**config.mk**
```make
export PLATFORM = sky130hd
export DESIGN_NAME = if_id_skid_reg
export DESIGN_NICKNAME = d
export VERILOG_FILES = /design/src/rtl/if_id_skid_reg.sv
export SDC_FILE = /design/constraint.sdc
export NUM_CORES = 1
export LEC_CHECK = 0
export BUFFER_PORTS_ARGS = -buffer_cell sky130_fd_sc_hd__buf_4
export CAP_MARGIN = 20
export CORE_ASPECT_RATIO = 0.9
export CORE_MARGIN = 10
export CORE_UTILIZATION = 50
export CTS_CLUSTER_SIZE = 14
export DETAILED_ROUTE_END_ITERATION = 7
export PLACE_DENSITY_LB_ADDON = 0.12
export SLEW_MARGIN = 20
export SYNTH_ARGS = -nofsm -noshare
export SYNTH_HDL_FRONTEND = slang
export SYNTH_SLANG_ARGS = --single-unit
```
**constraint.sdc**
```tcl
create_clock -name clk -period 5.4 [get_ports clk]
set_input_delay 0.27 -clock clk [delete_from_list [all_inputs] [get_ports clk]]
set_output_delay 0.27 -clock clk [all_outputs]
set_load 0.02 [all_outputs]
```
**src/rtl/if_id_skid_reg.sv**
```systemverilog
// IF/ID stage register with a two-entry skid buffer, pre-sliced immediates and EXTOp select.
// Define IFID_PERF_CNT_EN to add the stall_cnt / flush_cnt performance counters.
module if_id_skid_reg #(
  parameter int          PC_W      = 32,
  parameter logic [31:0] NOP_INSTR = 32'h00000013
) (
  input  logic            clk,
  input  logic            rst,
  input  logic            flush,
  input  logic            in_valid,
  output logic            in_ready,
  input  logic [PC_W-1:0] in_pc,
  input  logic [31:0]     in_instr,
  output logic            out_valid,
  input  logic            out_ready,
  output logic [PC_W-1:0] out_pc,
  output logic [31:0]     out_instr,
  output logic [4:0]      out_iimm_shamt,
  output logic [11:0]     out_iimm,
  output logic [11:0]     out_simm,
  output logic [11:0]     out_bimm,
  output logic [19:0]     out_uimm,
  output logic [2:0]      out_ext_op
`ifdef IFID_PERF_CNT_EN
  ,
  output logic [31:0]     stall_cnt,
  output logic [31:0]     flush_cnt
`endif
);

  function automatic logic [2:0] ext_op_sel(input logic [31:0] instr);
    logic [2:0] sel;
    sel = 3'b000;
    case (instr[6:0])
      7'b0010011: sel = (instr[14:12] == 3'b001 || instr[14:12] == 3'b101) ? 3'b011 : 3'b010;
      7'b0000011,
      7'b1100111: sel = 3'b010;
      7'b0100011: sel = 3'b001;
      7'b1100011: sel = 3'b100;
      7'b0110111,
      7'b0010111: sel = 3'b101;
      default:    sel = 3'b000;
    endcase
    return sel;
  endfunction

  logic            h_valid;
  logic            s_valid;
  logic [PC_W-1:0] h_pc;
  logic [PC_W-1:0] s_pc;
  logic [31:0]     h_instr;
  logic [31:0]     s_instr;
  logic            acc;
  logic            pop;
  logic            head_load;

  assign in_ready  = ~s_valid;
  assign out_valid = h_valid;
  assign acc       = in_valid & ~s_valid;
  assign pop       = h_valid & out_ready;
  assign head_load = ~h_valid | pop;

  // Occupancy control: head refills from skid first so order stays FIFO
  always_ff @(posedge clk) begin
    if (rst) begin
      h_valid <= 1'b0;
      s_valid <= 1'b0;
    end else if (flush) begin
      h_valid <= 1'b0;
      s_valid <= 1'b0;
    end else if (head_load) begin
      h_valid <= s_valid | acc;
      s_valid <= s_valid & acc;
    end else if (acc) begin
      s_valid <= 1'b1;
    end
  end

  // Head data; out_pc keeps its last value while the head is empty
  always_ff @(posedge clk) begin
    if (rst) begin
      h_pc <= '0;
    end else if (!flush && head_load) begin
      if (s_valid) begin
        h_pc    <= s_pc;
        h_instr <= s_instr;
      end else if (acc) begin
        h_pc    <= in_pc;
        h_instr <= in_instr;
      end
    end
  end

  // Skid contents only matter once s_valid is set, so load on any accept
  always_ff @(posedge clk) begin
    if (acc) begin
      s_pc    <= in_pc;
      s_instr <= in_instr;
    end
  end

  assign out_pc         = h_pc;
  assign out_instr      = h_valid ? h_instr : NOP_INSTR;
  assign out_iimm_shamt = out_instr[24:20];
  assign out_iimm       = out_instr[31:20];
  assign out_simm       = {out_instr[31:25], out_instr[11:7]};
  assign out_bimm       = {out_instr[31], out_instr[7], out_instr[30:25], out_instr[11:8]};
  assign out_uimm       = out_instr[31:12];
  assign out_ext_op     = ext_op_sel(out_instr);

`ifdef IFID_PERF_CNT_EN
  always_ff @(posedge clk) begin
    if (rst) begin
      stall_cnt <= '0;
      flush_cnt <= '0;
    end else begin
      if (h_valid && !out_ready) stall_cnt <= stall_cnt + 32'd1;
      if (flush)                 flush_cnt <= flush_cnt + 32'd1;
    end
  end
`endif

endmodule
```
# After elaboration in Yosys (flattened, before gate mapping)
# Cells that the tools add are included.
# word_totals
register_bits,130
latch_bits,0
mem_bits_rw,0
romBits,0
in_bits,69
wordCells,42
memories,0
# op_classes
n_addsub,0
multipliers,0
div_mod_pow,0
magnitude_cmp,0
n_eq_ne,9
shift,0
n_mux,9
n_bitwise,8
n_reduce_logical,10
# op_table
op,n
two-way mux 32 bit,5
case mux 3 bit (5 select lines),1
equality test 7 x 5 -> 1 bit (second input constant),2
equality test 7 x 6 -> 1 bit (second input constant),2
equality test 7 bit (second input constant),2
equality test 7 x 2 -> 1 bit (second input constant),1
OR reduction 2 bit,3
nonzero test 2 bit,2
bitwise AND 1 bit,3
equality test 3 x 1 -> 1 bit (second input constant),1
equality test 3 bit (second input constant),1
two-way mux 1 bit,3
NOT 1 bit,3
AND reduction 3 bit,1
OR 1 bit,2
AND reduction 2 bit,1
logical AND 1 bit,1
logical NOT 1 bit,1
logical OR 1 bit,1

# Longest topological paths before layout
# Gate-level depths: netlist of the first run.
# logic_depth
depth_word,5
ltp_mapped,7
ltp_nobuf,3

# Worst setup path before layout of the first run
# Ideal clock, no wire load.
# synth_path
kind,reg2reg
startpoint,register s_valid
endpoint,"register s_instr[0], enable pin"
setup_time_ns,0.493
arrival_time_ns,3.641
path_slack_ns,1.265
stages_incl_launch_ff,5
n_path_buf,3
path_cell_list,dfxtp_1 > clkbuf_2 > buf_2 > buf_2 > nor2b_1
# synth_between
elab_chain_cells,2
# synth_lines
element,line_no,source
from (decl),48,logic s_valid;
from (signal assigned),73,s_valid <= s_valid & acc;
NOT 1 bit,59,assign acc = in_valid & ~s_valid;
bitwise AND 1 bit,59,
via acc,53,logic acc;
to (signal assigned),98,s_instr <= in_instr;
to (decl),52,logic [31:0] s_instr;
# The timed path passes the listed nets, and every way through them passes these cells.
# A chain may end at the register's enable or synchronous reset.

# Worst setup path in the final report of the first run
# layout_path
startpoint,register s_valid
endpoint,"register h_instr[31], enable pin"
# layout_between
elab_chain_cells,4
# layout_lines
element,line_no,source
NOT 1 bit,59,
bitwise AND 1 bit,59,
nonzero test 2 bit (no source line) *,--,
AND reduction 3 bit (no source line) *,--,
to (signal assigned),86,h_instr <= s_instr;
to (signal assigned),89,h_instr <= in_instr;
to (decl),51,logic [31:0] h_instr;
# Mark *: on every way between the ends. The rest lies on a longest branch, timed or not.

==> results_tabular.tex, run 1 <==
\begin{tabular}{lr}
\hline
Metric & Value \\
\hline
\multicolumn{2}{l}{\textbf{Timing}} \\
\quad Final cycle utilization of the critical path & 0.638 \\
\quad Total count of hold-check failures in the final report & 0 \\
\quad Highest clock rate & 290 MHz \\
\quad Shortest clock period the worst path allows after layout & 3.44 ns \\
\quad Tightest Pin Transition & 1.06 ns \\
\quad Number of pins with negative max-slew slack in the final report & 0 \\
\quad RSZ-0062 raised after global routing & false \\
\quad Final-report setup violation count & 0 \\
\quad Final setup skew & 0.00902 ns \\
\quad Setup tns final & 0 ns \\
\quad Relative slew margins & 0.291 \\
\multicolumn{2}{l}{\textbf{Logic synthesis}} \\
\quad Cells taking the most area after synthesis & sky130\_fd\_sc\_hd\_\_edfxtp\_1, sky130\_fd\_sc\_hd\_\_dfxtp\_1, sky130\_fd\_sc\_hd\_\_buf\_4 \\
\quad Share of the synthesized area in the top cell type & 0.502 \\
\quad Number of unique standard cell types used by synthesis & 27 \\
\quad Number of cells produced by synthesis & 398 \\
\quad Syn\_nets & 467 \\
\quad Cell area after synthesis & 5740 sq um \\
\quad Number of synthesized register bits & 130 \\
\quad Sequential-to-total area share from yosys stat & 0.621 \\
\quad Mean Syn Cell Area & 14.4 sq um \\
\quad Synth Warn \# & 0 \\
\quad Leading area contributor after synthesis & sky130\_fd\_sc\_hd\_\_edfxtp\_1 \\
\multicolumn{2}{l}{\textbf{Clock tree}} \\
\quad Number of sinks on the clock net & 130 \\
\quad Post-CTS Resized & 0 \\
\quad Number of buffers added by the clock tree synthesis step & 17 \\
\quad Clock H-tree levels & 4 \\
\quad CTS Root Cell & sky130\_fd\_sc\_hd\_\_clkbuf\_16 \\
\quad Clock insertion delay at the later pin of the skew report & 0.41 ns \\
\quad Clock transition at the registers of the reported paths & 0.05 ns \\
\quad CTS tree & yes \\
\quad Hold buffer count at cts & 0 \\
\quad Maximum buffer depth of the clock tree & 2 \\
\quad Number of buffers inserted to repair setup after CTS & 0 \\
\multicolumn{2}{l}{\textbf{Power}} \\
\quad Total power divided by cell area & 333 nW/um\^{}2 \\
\quad Max VDD drop & 0.211 mV \\
\quad Static leakage & 0.00293 uW \\
\quad Overall power after layout & 2480 uW \\
\multicolumn{2}{l}{\textbf{Route}} \\
\quad Total vias in the final route & 3555 \\
\quad Detailed-route wire length per cell & 19.4 um \\
\quad Routed WL & 13.6 mm \\
\quad Vias per std cell & 5.08 \\
\quad Post-detailed-route count of antenna-violating nets & 0 \\
\quad Number of detailed-route iterations in the first pass & 4 \\
\quad Drt drc & 0 \\
\quad Detailed Route Iter0 Violations & 261 \\
\multicolumn{2}{l}{\textbf{Die}} \\
\quad Initial Utilization & 0.506 \\
\quad Core Rows & 37 \\
\quad Chip Height & 122 um \\
\quad Top Ports & 199 \\
\quad Die footprint & 16200 sq um \\
\quad Overall die width & 133 um \\
\quad Standard cell core area & 11300 sq um \\
\multicolumn{2}{l}{\textbf{Setup path}} \\
\quad Highest fanout seen on the critical path & 68 \\
\quad Crit. End Element & register \\
\quad Worst Path Arrival & 3.47 ns \\
\quad Start-to-end type of the worst setup path & reg -> reg \\
\quad Worst Reg2Reg Path Length in Cells & 4 \\
\quad Launching element type of the critical path & register \\
\quad Worst path required time & 5.43 ns \\
\multicolumn{2}{l}{\textbf{Min path}} \\
\quad Worst Hold Depth & 2 \\
\quad Class of the worst hold path & in -> reg \\
\multicolumn{2}{l}{\textbf{Layout}} \\
\quad Multi-input gate area in the final layout & 1590 sq um \\
\quad Area of all sequential standard cells & 3570 sq um \\
\quad Fraction of final layout cells with drive strength greater than 1 & 0.491 \\
\quad Ant diodes & 0 \\
\quad Filler Cell Count & 856 \\
\quad Final nets & 600 \\
\quad Synth-to-layout area growth & 29.7\% \\
\multicolumn{2}{l}{\textbf{Global route}} \\
\quad Largest net degree at the start of global routing & 69 \\
\quad Global-route wire length before repair & 21.2 mm \\
\quad Global-route usage over all layers & 0.166 \\
\quad Overall overflow remaining after global route & 0 \\
\quad Number of antenna violations at the first check in global routing & 0 \\
\quad Vias in the first global route & 3905 \\
\multicolumn{2}{l}{\textbf{Flow run}} \\
\quad Number of max-cap violations & 0 \\
\multicolumn{2}{l}{\textbf{Placement}} \\
\quad RePlAce Congestion & 0.771 \\
\quad IO Port Bufs & 198 \\
\quad HPWL Detailed & 9.51 mm \\
\multicolumn{2}{l}{\textbf{Outcome}} \\
\quad Result of the run & finished clean \\
\hline
\end{tabular}
critical path: stages (launching register included):
cell,delay [ns]
sky130_fd_sc_hd__dfxtp_4,1.05
sky130_fd_sc_hd__o21ba_1,0.24
sky130_fd_sc_hd__buf_4,0.33
sky130_fd_sc_hd__and2_4,0.56
sky130_fd_sc_hd__nor2b_4,0.84
final timing paths:
path / start / end / slack, ns
max: s_valid$_SDFFE_PP0P_ / h_instr[31]$_DFFE_PP_ / 1.96
min: flush / s_valid$_SDFFE_PP0P_ / 0.03
max reg2reg: s_valid$_SDFFE_PP0P_ / h_instr[31]$_DFFE_PP_ / 1.96
min reg2reg: s_instr[29]$_DFFE_PP_ / h_instr[29]$_DFFE_PP_ / 0.53
power by group:
group | switching (uW) | internal (uW)
clock network | 404 | 674
logic | 138 | 112
registers | 23.3 | 1130
total | 565 | 1920
placed cells by master, fill, tap and decap left out, drive strengths merged:
cell type and instances:
o31a 1, nand4bb 1, nand2b 4, clkbuf 24, edfxtp 96, clkinvlp 2, nand2 2, o31ai 1
or3b 1, clkinv 5, a21oi 32, mux2 32, nor2b 3, buf 202, mux2i 33, a211oi 33
nand4b 2, nor4 1, inv 2, dfxtp 34, o21ba 1, a311oi 1, nor2 1, and2 30
flip-flops by register name, indices dropped and copies added, names as in the netlist:
signal     cells
h_instr       32
out_pc        32
s_instr       32
s_pc          32
out_valid      1
s_valid        1
cell type report:
class	instances	share of cell area
Timing Repair Buffer	202	0.205
Clock inverter	8	0.00622
Multi-Input combinational cell	179	0.213
Tap cell	156	0.0262
Clock buffer	24	0.0704
Sequential cell	130	0.479
Inverter	1	0.000504
metrics by stage:
stage / utilization / worst slack, ns / hold slack, ns / area, sq um / cells
after floorplan: - / 1.27 / 0.348 / 5740 / 398
after global placement: 0.605 / 1.92 / 0.448 / 6860 / 667
after detailed placement: 0.605 / 1.91 / 0.448 / 6860 / 667
after CTS: 0.655 / 1.89 / 0.0179 / 7430 / 699
after global routing: 0.657 / 1.70 / 0.0231 / 7450 / 700
final: 0.657 / 1.96 / 0.0300 / 7450 / 700
kinds of logic (layout without fill, tap and decap cells):
logic type / Yosys count / in the layout / synth area share
buffers and inverters: 89 / 235 / 0.105
AOI/OAI and AO/OA: 69 / 69 / 0.103
muxes: 65 / 65 / 0.120
DFF: 130 / 130 / 0.621
and+or+nand+nor: 45 / 45 / 0.0503
per-layer routing:
layer  wire length, um  GRT usage
met1              5570      0.188
met2              6640      0.278
met3              1220     0.0691
met4               125     0.0604
met5                 0          0
cells in the mapped netlist:
master / n
sky130_fd_sc_hd__a211oi_1: 3
sky130_fd_sc_hd__a211oi_2: 30
sky130_fd_sc_hd__a21oi_1: 32
sky130_fd_sc_hd__a311oi_1: 1
sky130_fd_sc_hd__and2_1: 29
sky130_fd_sc_hd__and2_4: 1
sky130_fd_sc_hd__buf_2: 9
sky130_fd_sc_hd__buf_4: 61
sky130_fd_sc_hd__buf_6: 4
sky130_fd_sc_hd__clkbuf_1: 13
sky130_fd_sc_hd__clkbuf_2: 1
sky130_fd_sc_hd__dfxtp_1: 34
sky130_fd_sc_hd__edfxtp_1: 96
sky130_fd_sc_hd__inv_2: 1
sky130_fd_sc_hd__mux2_1: 32
sky130_fd_sc_hd__mux2i_1: 33
sky130_fd_sc_hd__nand2_1: 2
sky130_fd_sc_hd__nand2b_1: 4
sky130_fd_sc_hd__nand4b_1: 2
sky130_fd_sc_hd__nand4bb_1: 1
sky130_fd_sc_hd__nor2_1: 1
sky130_fd_sc_hd__nor2b_1: 3
sky130_fd_sc_hd__nor4_1: 1
sky130_fd_sc_hd__o21ba_1: 1
sky130_fd_sc_hd__o31a_1: 1
sky130_fd_sc_hd__o31ai_1: 1
sky130_fd_sc_hd__or3b_1: 1
No activity file was read; power rests on OpenSTA's default activity.
==> run 2: changes to the inputs <==
--- a/config.mk
+++ b/config.mk
@@ -9,7 +9,7 @@
 export CAP_MARGIN = 20
 export CORE_ASPECT_RATIO = 0.9
 export CORE_MARGIN = 10
-export CORE_UTILIZATION = 50
+export CORE_UTILIZATION = 45
 export CTS_CLUSTER_SIZE = 14
 export DETAILED_ROUTE_END_ITERATION = 7
 export PLACE_DENSITY_LB_ADDON = 0.12
==> constraint.sdc (replaced) <==
create_clock -name clk -period 3.1 [get_ports clk]
set_input_delay 0.155 -clock clk [delete_from_list [all_inputs] [get_ports clk]]
set_output_delay 0.155 -clock clk [all_outputs]
set_load 0.02 [all_outputs]
==> run 2 against run 1 <==
Against the previous run:
- register-to-register slack worse by 0.92 ns
- total power is 76% higher
- clock-buffer cell count is 5 lower
- via count is 6.5% higher
- sequential share of layout area is 3.9 points lower
- combinational power is 100% higher
- worst hold slack better by 0.055 ns
- cell count is 11% higher
- critical path depth is 2 lower
- flip-flop and latch count stayed put
- global-route usage is 1.1 points lower
- die area is 9.3% higher
==> results_tabular.tex, run 2 (same netlist as run 1, synthesis figures left out) <==
\begin{tabular}{lr}
\hline
Metric & Value \\
\hline
\multicolumn{2}{l}{\textbf{Timing}} \\
\quad Tightest Pin Transition & 0.614 ns \\
\quad Final-report setup violation count & 0 \\
\quad Total count of hold-check failures in the final report & 0 \\
\quad Highest clock rate & 486 MHz \\
\quad Setup tns final & 0 ns \\
\quad Number of pins with negative max-slew slack in the final report & 0 \\
\quad RSZ-0062 raised after global routing & false \\
\quad Relative slew margins & 0.591 \\
\quad WHS & 0.0853 ns \\
\quad Shortest clock period the worst path allows after layout & 2.06 ns \\
\quad Final setup skew & 0.0153 ns \\
\quad Final cycle utilization of the critical path & 0.664 \\
\multicolumn{2}{l}{\textbf{Route}} \\
\quad Routed WL & 14.2 mm \\
\quad Vias per std cell & 4.88 \\
\quad Post-detailed-route count of antenna-violating nets & 0 \\
\quad Number of detailed-route iterations in the first pass & 5 \\
\quad Detailed Route Iter0 Violations & 168 \\
\quad Total vias in the final route & 3786 \\
\quad Detailed-route wire length per cell & 18.2 um \\
\quad Drt drc & 0 \\
\multicolumn{2}{l}{\textbf{Power}} \\
\quad Max VDD drop & 0.430 mV \\
\quad Total power divided by cell area & 538 nW/um\^{}2 \\
\quad Overall power after layout & 4360 uW \\
\quad Static leakage & 0.00320 uW \\
\multicolumn{2}{l}{\textbf{Die}} \\
\quad Top Ports & 199 \\
\quad Core Rows & 39 \\
\quad Chip Height & 127 um \\
\quad Initial Utilization & 0.456 \\
\quad Standard cell core area & 12600 sq um \\
\quad Overall die width & 139 um \\
\quad Die footprint & 17700 sq um \\
\multicolumn{2}{l}{\textbf{Global route}} \\
\quad Vias in the first global route & 4084 \\
\quad Global-route usage over all layers & 0.155 \\
\quad Global-route wire length before repair & 22.4 mm \\
\quad Largest net degree at the start of global routing & 46 \\
\quad Overall overflow remaining after global route & 0 \\
\quad Number of antenna violations at the first check in global routing & 1 \\
\multicolumn{2}{l}{\textbf{Layout}} \\
\quad Most common cell after layout, fill and taps aside & sky130\_fd\_sc\_hd\_\_buf\_4 \\
\quad Final nets & 668 \\
\quad Fraction of final layout cells with drive strength greater than 1 & 0.437 \\
\quad Filler Cell Count & 956 \\
\quad Finished Layout Cells & 776 \\
\quad Commonest cells after routing, fill and taps aside & sky130\_fd\_sc\_hd\_\_buf\_4, sky130\_fd\_sc\_hd\_\_edfxtp\_1, sky130\_fd\_sc\_hd\_\_dlygate4sd3\_1 \\
\quad Synth-to-layout area growth & 41.2\% \\
\multicolumn{2}{l}{\textbf{Clock tree}} \\
\quad Clock H-tree levels & 4 \\
\quad Number of buffers inserted to repair setup after CTS & 0 \\
\quad CTS Root Cell & sky130\_fd\_sc\_hd\_\_clkbuf\_16 \\
\quad Post-CTS Resized & 0 \\
\quad Clock insertion delay at the later pin of the skew report & 0.41 ns \\
\quad CTS tree & yes \\
\quad Number of buffers added by the clock tree synthesis step & 17 \\
\quad Number of sinks on the clock net & 130 \\
\quad Clock transition at the registers of the reported paths & 0.05 ns \\
\quad Maximum buffer depth of the clock tree & 2 \\
\quad Hold buffer count at cts & 65 \\
\multicolumn{2}{l}{\textbf{Min path}} \\
\quad Hold\_sp & in\_valid \\
\quad Class of the worst hold path & in -> reg \\
\multicolumn{2}{l}{\textbf{Setup path}} \\
\quad Start point of the critical path & s\_valid\$\_SDFFE\_PP0P\_ \\
\quad Stage delay of the slowest cell on the critical path & 0.62 ns \\
\quad Max stage delay cell, worst path & sky130\_fd\_sc\_hd\_\_buf\_4 \\
\quad Critical register-to-register path startpoint & s\_valid\$\_SDFFE\_PP0P\_ \\
\quad Launching element type of the critical path & register \\
\quad CP top delay family & buffers and inverters \\
\quad Cells traversed along the worst timing path & nor2b\_4 > buf\_4 \\
\quad Start-to-end type of the worst setup path & reg -> reg \\
\quad Worst Path Arrival & 2.10 ns \\
\quad Crit. End Element & register \\
\quad Worst path required time & 3.14 ns \\
\quad Highest fanout seen on the critical path & 45 \\
\quad Crit path buffers/inverters & 1 \\
\multicolumn{2}{l}{\textbf{Placement}} \\
\quad RePlAce Congestion & 0.767 \\
\quad IO Port Bufs & 198 \\
\quad HPWL Detailed & 9.53 mm \\
\quad Placed instance count & 679 \\
\multicolumn{2}{l}{\textbf{Flow run}} \\
\quad Number of max-cap violations & 0 \\
\multicolumn{2}{l}{\textbf{Outcome}} \\
\quad Result of the run & finished clean \\
\hline
\end{tabular}
run 2: changes by cell type in the layout (fill, tap and decap cells not counted), sizes merged:
cell,before,now
dlygate4sd3,0,65
buf,202,205
inv,2,1
diode,0,1
clkinvlp,2,4
bufinv,0,2
clkbuf,24,19
clkinv,5,6
run 2: per-layer routing:
| layer | GRT usage | up-vias | part of all wire |
|---|---|---|---|
| met5 | 0 | - | 0 |
| met4 | 0.0503 | 0 | 0.010 |
| met3 | 0.0578 | 11 | 0.078 |
| met2 | 0.260 | 158 | 0.48 |
| met1 | 0.182 | 1799 | 0.43 |
| li1 | - | 1818 | - |
run 2: report_power, final:
| part | switching (uW) | leakage (uW) | internal, uW |
|---|---|---|---|
| logic | 258 | 0.00174 | 249 |
| registers | 37.9 | 0.00120 | 1970 |
| clock network | 684 | 0.000259 | 1160 |
run 2: layout make-up:
class                   count  area, sq um  share of cell area
flip-flops and latches    130         3570               0.440
repair buffers            270         2190               0.270
multi-input cells         179         1590               0.196
clock buffers              19          433              0.0534
well taps                 164          205              0.0253
clock inverters            12          118              0.0145
inverters                   1         3.75            0.000463
diodes                      1         2.50            0.000309
run 2: worst paths after layout:
kind / slack, ns / to / cells past startpoint
worst max-delay path: 1.04 / s_pc[20]$_DFFE_PP_ / 2
worst min register to register: 0.53 / h_instr[5]$_DFFE_PP_ / 1
worst min-delay path: 0.09 / s_valid$_SDFFE_PP0P_ / 3
worst max register to register: 1.04 / s_pc[20]$_DFFE_PP_ / 2
run 2: tightest hold or removal path, delay by kind of cell:
family,cells,cell delay [ns]
buffers and inverters,1,0.12
AND/OR/NAND/NOR,2,0.17
run 2: metrics by stage:
step | area (sq um) | utilization | worst slack, ns
floorplan | 5740 | - | 0.181
global placement | 6900 | 0.548 | 1.09
detailed placement | 6900 | 0.548 | 1.03
CTS | 8100 | 0.644 | 0.997
global route | 8110 | 0.644 | 0.911
finish | 8110 | 0.644 | 1.04
==> run 3: changes to the inputs <==
==> constraint.sdc (replaced) <==
create_clock -name clk -period 1.75 [get_ports clk]
set_input_delay 0.0875 -clock clk [delete_from_list [all_inputs] [get_ports clk]]
set_output_delay 0.0875 -clock clk [all_outputs]
set_load 0.02 [all_outputs]
==> run 3 against run 2 <==
Against the previous run:
- the run now ends with negative setup slack left
- flip-flop and latch count did not move
- global-route usage rose by 0.28 points
- utilization rose by 2.2 points
- cell count rose by 1.7%
- critical path depth rose by 2
- final area rose by 3.4%
- setup slack got worse by 1.1 ns
- non-clock buffer count rose by 13
- clock-buffer cell count fell by 1
- largest cell class unchanged
==> results_tabular.tex, run 3 (same netlist as run 1, synthesis figures left out) <==
\begin{tabular}{lr}
\hline
Metric & Value \\
\hline
\multicolumn{2}{l}{\textbf{Outcome}} \\
\quad Result of the run & finished, violations left \\
\quad Violations in the final reports & negative setup slack \\
\multicolumn{2}{l}{\textbf{Power}} \\
\quad Power spent charging and discharging nets & 1830 uW \\
\quad Total power divided by cell area & 1010 nW/um\^{}2 \\
\quad Switching part of the total & 0.217 \\
\quad Clk pwr share & 0.470 \\
\quad Portion of total power attributed to sequential cells & 0.420 \\
\quad Comb power frac & 0.110 \\
\quad Internal portion of total power & 6610 uW \\
\quad Max VDD drop & 0.771 mV \\
\quad Static leakage & 0.00332 uW \\
\multicolumn{2}{l}{\textbf{Clock tree}} \\
\quad Clock insertion delay at the later pin of the skew report & 0.41 ns \\
\quad Clock transition at the registers of the reported paths & 0.06 ns \\
\quad CTS Root Cell & sky130\_fd\_sc\_hd\_\_clkbuf\_16 \\
\quad CTS tree & yes \\
\quad Clock H-tree levels & 4 \\
\quad Number of sinks on the clock net & 130 \\
\quad Maximum buffer depth of the clock tree & 2 \\
\quad Number of buffers added by the clock tree synthesis step & 17 \\
\multicolumn{2}{l}{\textbf{Setup path}} \\
\quad Crit. End Element & output pin \\
\quad Worst Reg2Reg Path Length in Cells & 2 \\
\quad Launching element type of the critical path & register \\
\quad Start-to-end type of the worst setup path & reg -> out \\
\quad Highest fanout seen on the critical path & 3 \\
\quad Max stage delay cell, worst path & sky130\_fd\_sc\_hd\_\_or3b\_4 \\
\quad Cells traversed along the worst timing path & or3b\_4 > mux2i\_1 > nor2b\_2 > buf\_6 \\
\quad Worst path required time & 1.66 ns \\
\quad Worst Path Arrival & 1.69 ns \\
\quad Stage delay of the slowest cell on the critical path & 0.42 ns \\
\multicolumn{2}{l}{\textbf{Layout}} \\
\quad Ant diodes & 0 \\
\quad Commonest cells after routing, fill and taps aside & sky130\_fd\_sc\_hd\_\_buf\_4, sky130\_fd\_sc\_hd\_\_edfxtp\_1, sky130\_fd\_sc\_hd\_\_dlygate4sd3\_1 \\
\quad Finished Layout Cells & 789 \\
\quad Fraction of final layout cells with drive strength greater than 1 & 0.459 \\
\quad Most common cell after layout, fill and taps aside & sky130\_fd\_sc\_hd\_\_buf\_4 \\
\quad Final nets & 681 \\
\quad Utilization after layout & 0.666 \\
\quad Synth-to-layout area growth & 46.0\% \\
\quad Post-Layout Inst Area & 8380 sq um \\
\multicolumn{2}{l}{\textbf{Timing}} \\
\quad Final-report setup violation count & 1 \\
\quad Final cycle utilization of the critical path & 1.02 \\
\quad WHS & 0.0421 ns \\
\quad Total count of hold-check failures in the final report & 0 \\
\quad Final setup skew & 0.00638 ns \\
\quad Min setup slack post-route & -0.0323 ns \\
\quad RSZ-0062 raised after global routing & true \\
\quad Shortest clock period the worst path allows after layout & 1.78 ns \\
\quad Tightest Pin Transition & 0.388 ns \\
\quad Relative slew margins & 0.741 \\
\quad Number of pins with negative max-slew slack in the final report & 0 \\
\quad Highest clock rate & 561 MHz \\
\multicolumn{2}{l}{\textbf{Route}} \\
\quad Routed WL & 14.3 mm \\
\quad Total vias in the final route & 3867 \\
\quad Vias per std cell & 4.90 \\
\quad Detailed Route Iter0 Violations & 207 \\
\quad Post-detailed-route count of antenna-violating nets & 0 \\
\quad Detailed-route wire length per cell & 18.2 um \\
\quad Drt drc & 0 \\
\quad Number of detailed-route iterations in the first pass & 4 \\
\multicolumn{2}{l}{\textbf{Die}} \\
\quad Core Rows & 39 \\
\quad Die footprint & 17700 sq um \\
\quad Initial Utilization & 0.456 \\
\quad Chip Height & 127 um \\
\quad Top Ports & 199 \\
\quad Overall die width & 139 um \\
\quad Standard cell core area & 12600 sq um \\
\multicolumn{2}{l}{\textbf{Placement}} \\
\quad RePlAce Congestion & 0.790 \\
\quad Placed instance count & 685 \\
\quad Minimum setup slack after placement & 0.366 ns \\
\quad IO Port Bufs & 198 \\
\quad HPWL Detailed & 9.68 mm \\
\quad Post-place instance area & 6970 sq um \\
\multicolumn{2}{l}{\textbf{Flow run}} \\
\quad Number of max-cap violations & 0 \\
\multicolumn{2}{l}{\textbf{Global route}} \\
\quad Number of antenna violations at the first check in global routing & 0 \\
\quad Global-route wire length before repair & 22.6 mm \\
\quad Largest net degree at the start of global routing & 41 \\
\quad Vias in the first global route & 4171 \\
\quad Overall overflow remaining after global route & 0 \\
\quad Global-route usage over all layers & 0.158 \\
\multicolumn{2}{l}{\textbf{Min path}} \\
\quad Worst Hold Depth & 2 \\
\quad Class of the worst hold path & in -> reg \\
\hline
\end{tabular}
[run 3: changes by cell type in the layout (fill, tap and decap cells not counted), sizes merged]
cell,delta
buf,+12
bufinv,+4
clkinv,-2
clkbuf,-1
diode,-1
dlygate4sd3,+1
[run 3: layout make-up]
type | instances | area (sq um)
Fill cell | 902 | 4210
Sequential cell | 130 | 3570
Timing Repair Buffer | 283 | 2330
Multi-Input combinational cell | 179 | 1600
Clock buffer | 18 | 429
Clock inverter | 14 | 236
Tap cell | 164 | 205
Inverter | 1 | 3.75
[run 3: critical path: cells and delay by family (launching register included)]
family,cells,cell delay [ns]
buf+inv,1,0.13
flops,1,0.41
mux,1,0.15
simple gates,2,0.59
[run 3: path summary, 6_finish.rpt]
kind	start	end	slack [ns]
hold / removal	rst	out_pc[3]$_SDFFE_PP0P_	0.04
setup reg to reg	s_valid$_SDFFE_PP0P_	h_instr[30]$_DFFE_PP_	0.38
setup / recovery	h_instr[2]$_DFFE_PP_	out_ext_op[2]	-0.03
hold reg to reg	s_instr[28]$_DFFE_PP_	h_instr[28]$_DFFE_PP_	0.53
[run 3: routing by layer]
metal,vias up,global-route usage,share of wire
met5,-,0,0
met4,0,0.0472,0.0095
met3,10,0.0689,0.077
met2,149,0.272,0.51
met1,1869,0.174,0.40
li1,1839,-,-
[run 3: metrics by stage]
stage                     TNS (ns)  power, uW
final                      -0.0323       8440
after global routing        -0.205       8740
after CTS                  -0.0260       8520
after detailed placement         0       4420
after global placement           0       4400
after floorplan             -22.39       4060
[run 3: power groups by stage]
stage | Clock (uW) | Sequential [uW] | Combinational (uW)
after floorplan | 0 | 3660 | 403
after global placement | 0 | 3610 | 792
after detailed placement | 0 | 3610 | 805
after CTS | 4050 | 3550 | 931
after global routing | 4180 | 3560 | 996
final | 3970 | 3550 | 925
[run 3: what timing repair did]
action | in CTS | in global routing
hold buffers | 66 | 0
resized for setup | 2 | 7
gates cloned | 0 | 0
setup endpoints to repair | 2 | 3
pin swaps | 1 | 1
buffers inserted | 3 | 3
endpoints found under the hold margin | 97 | 0
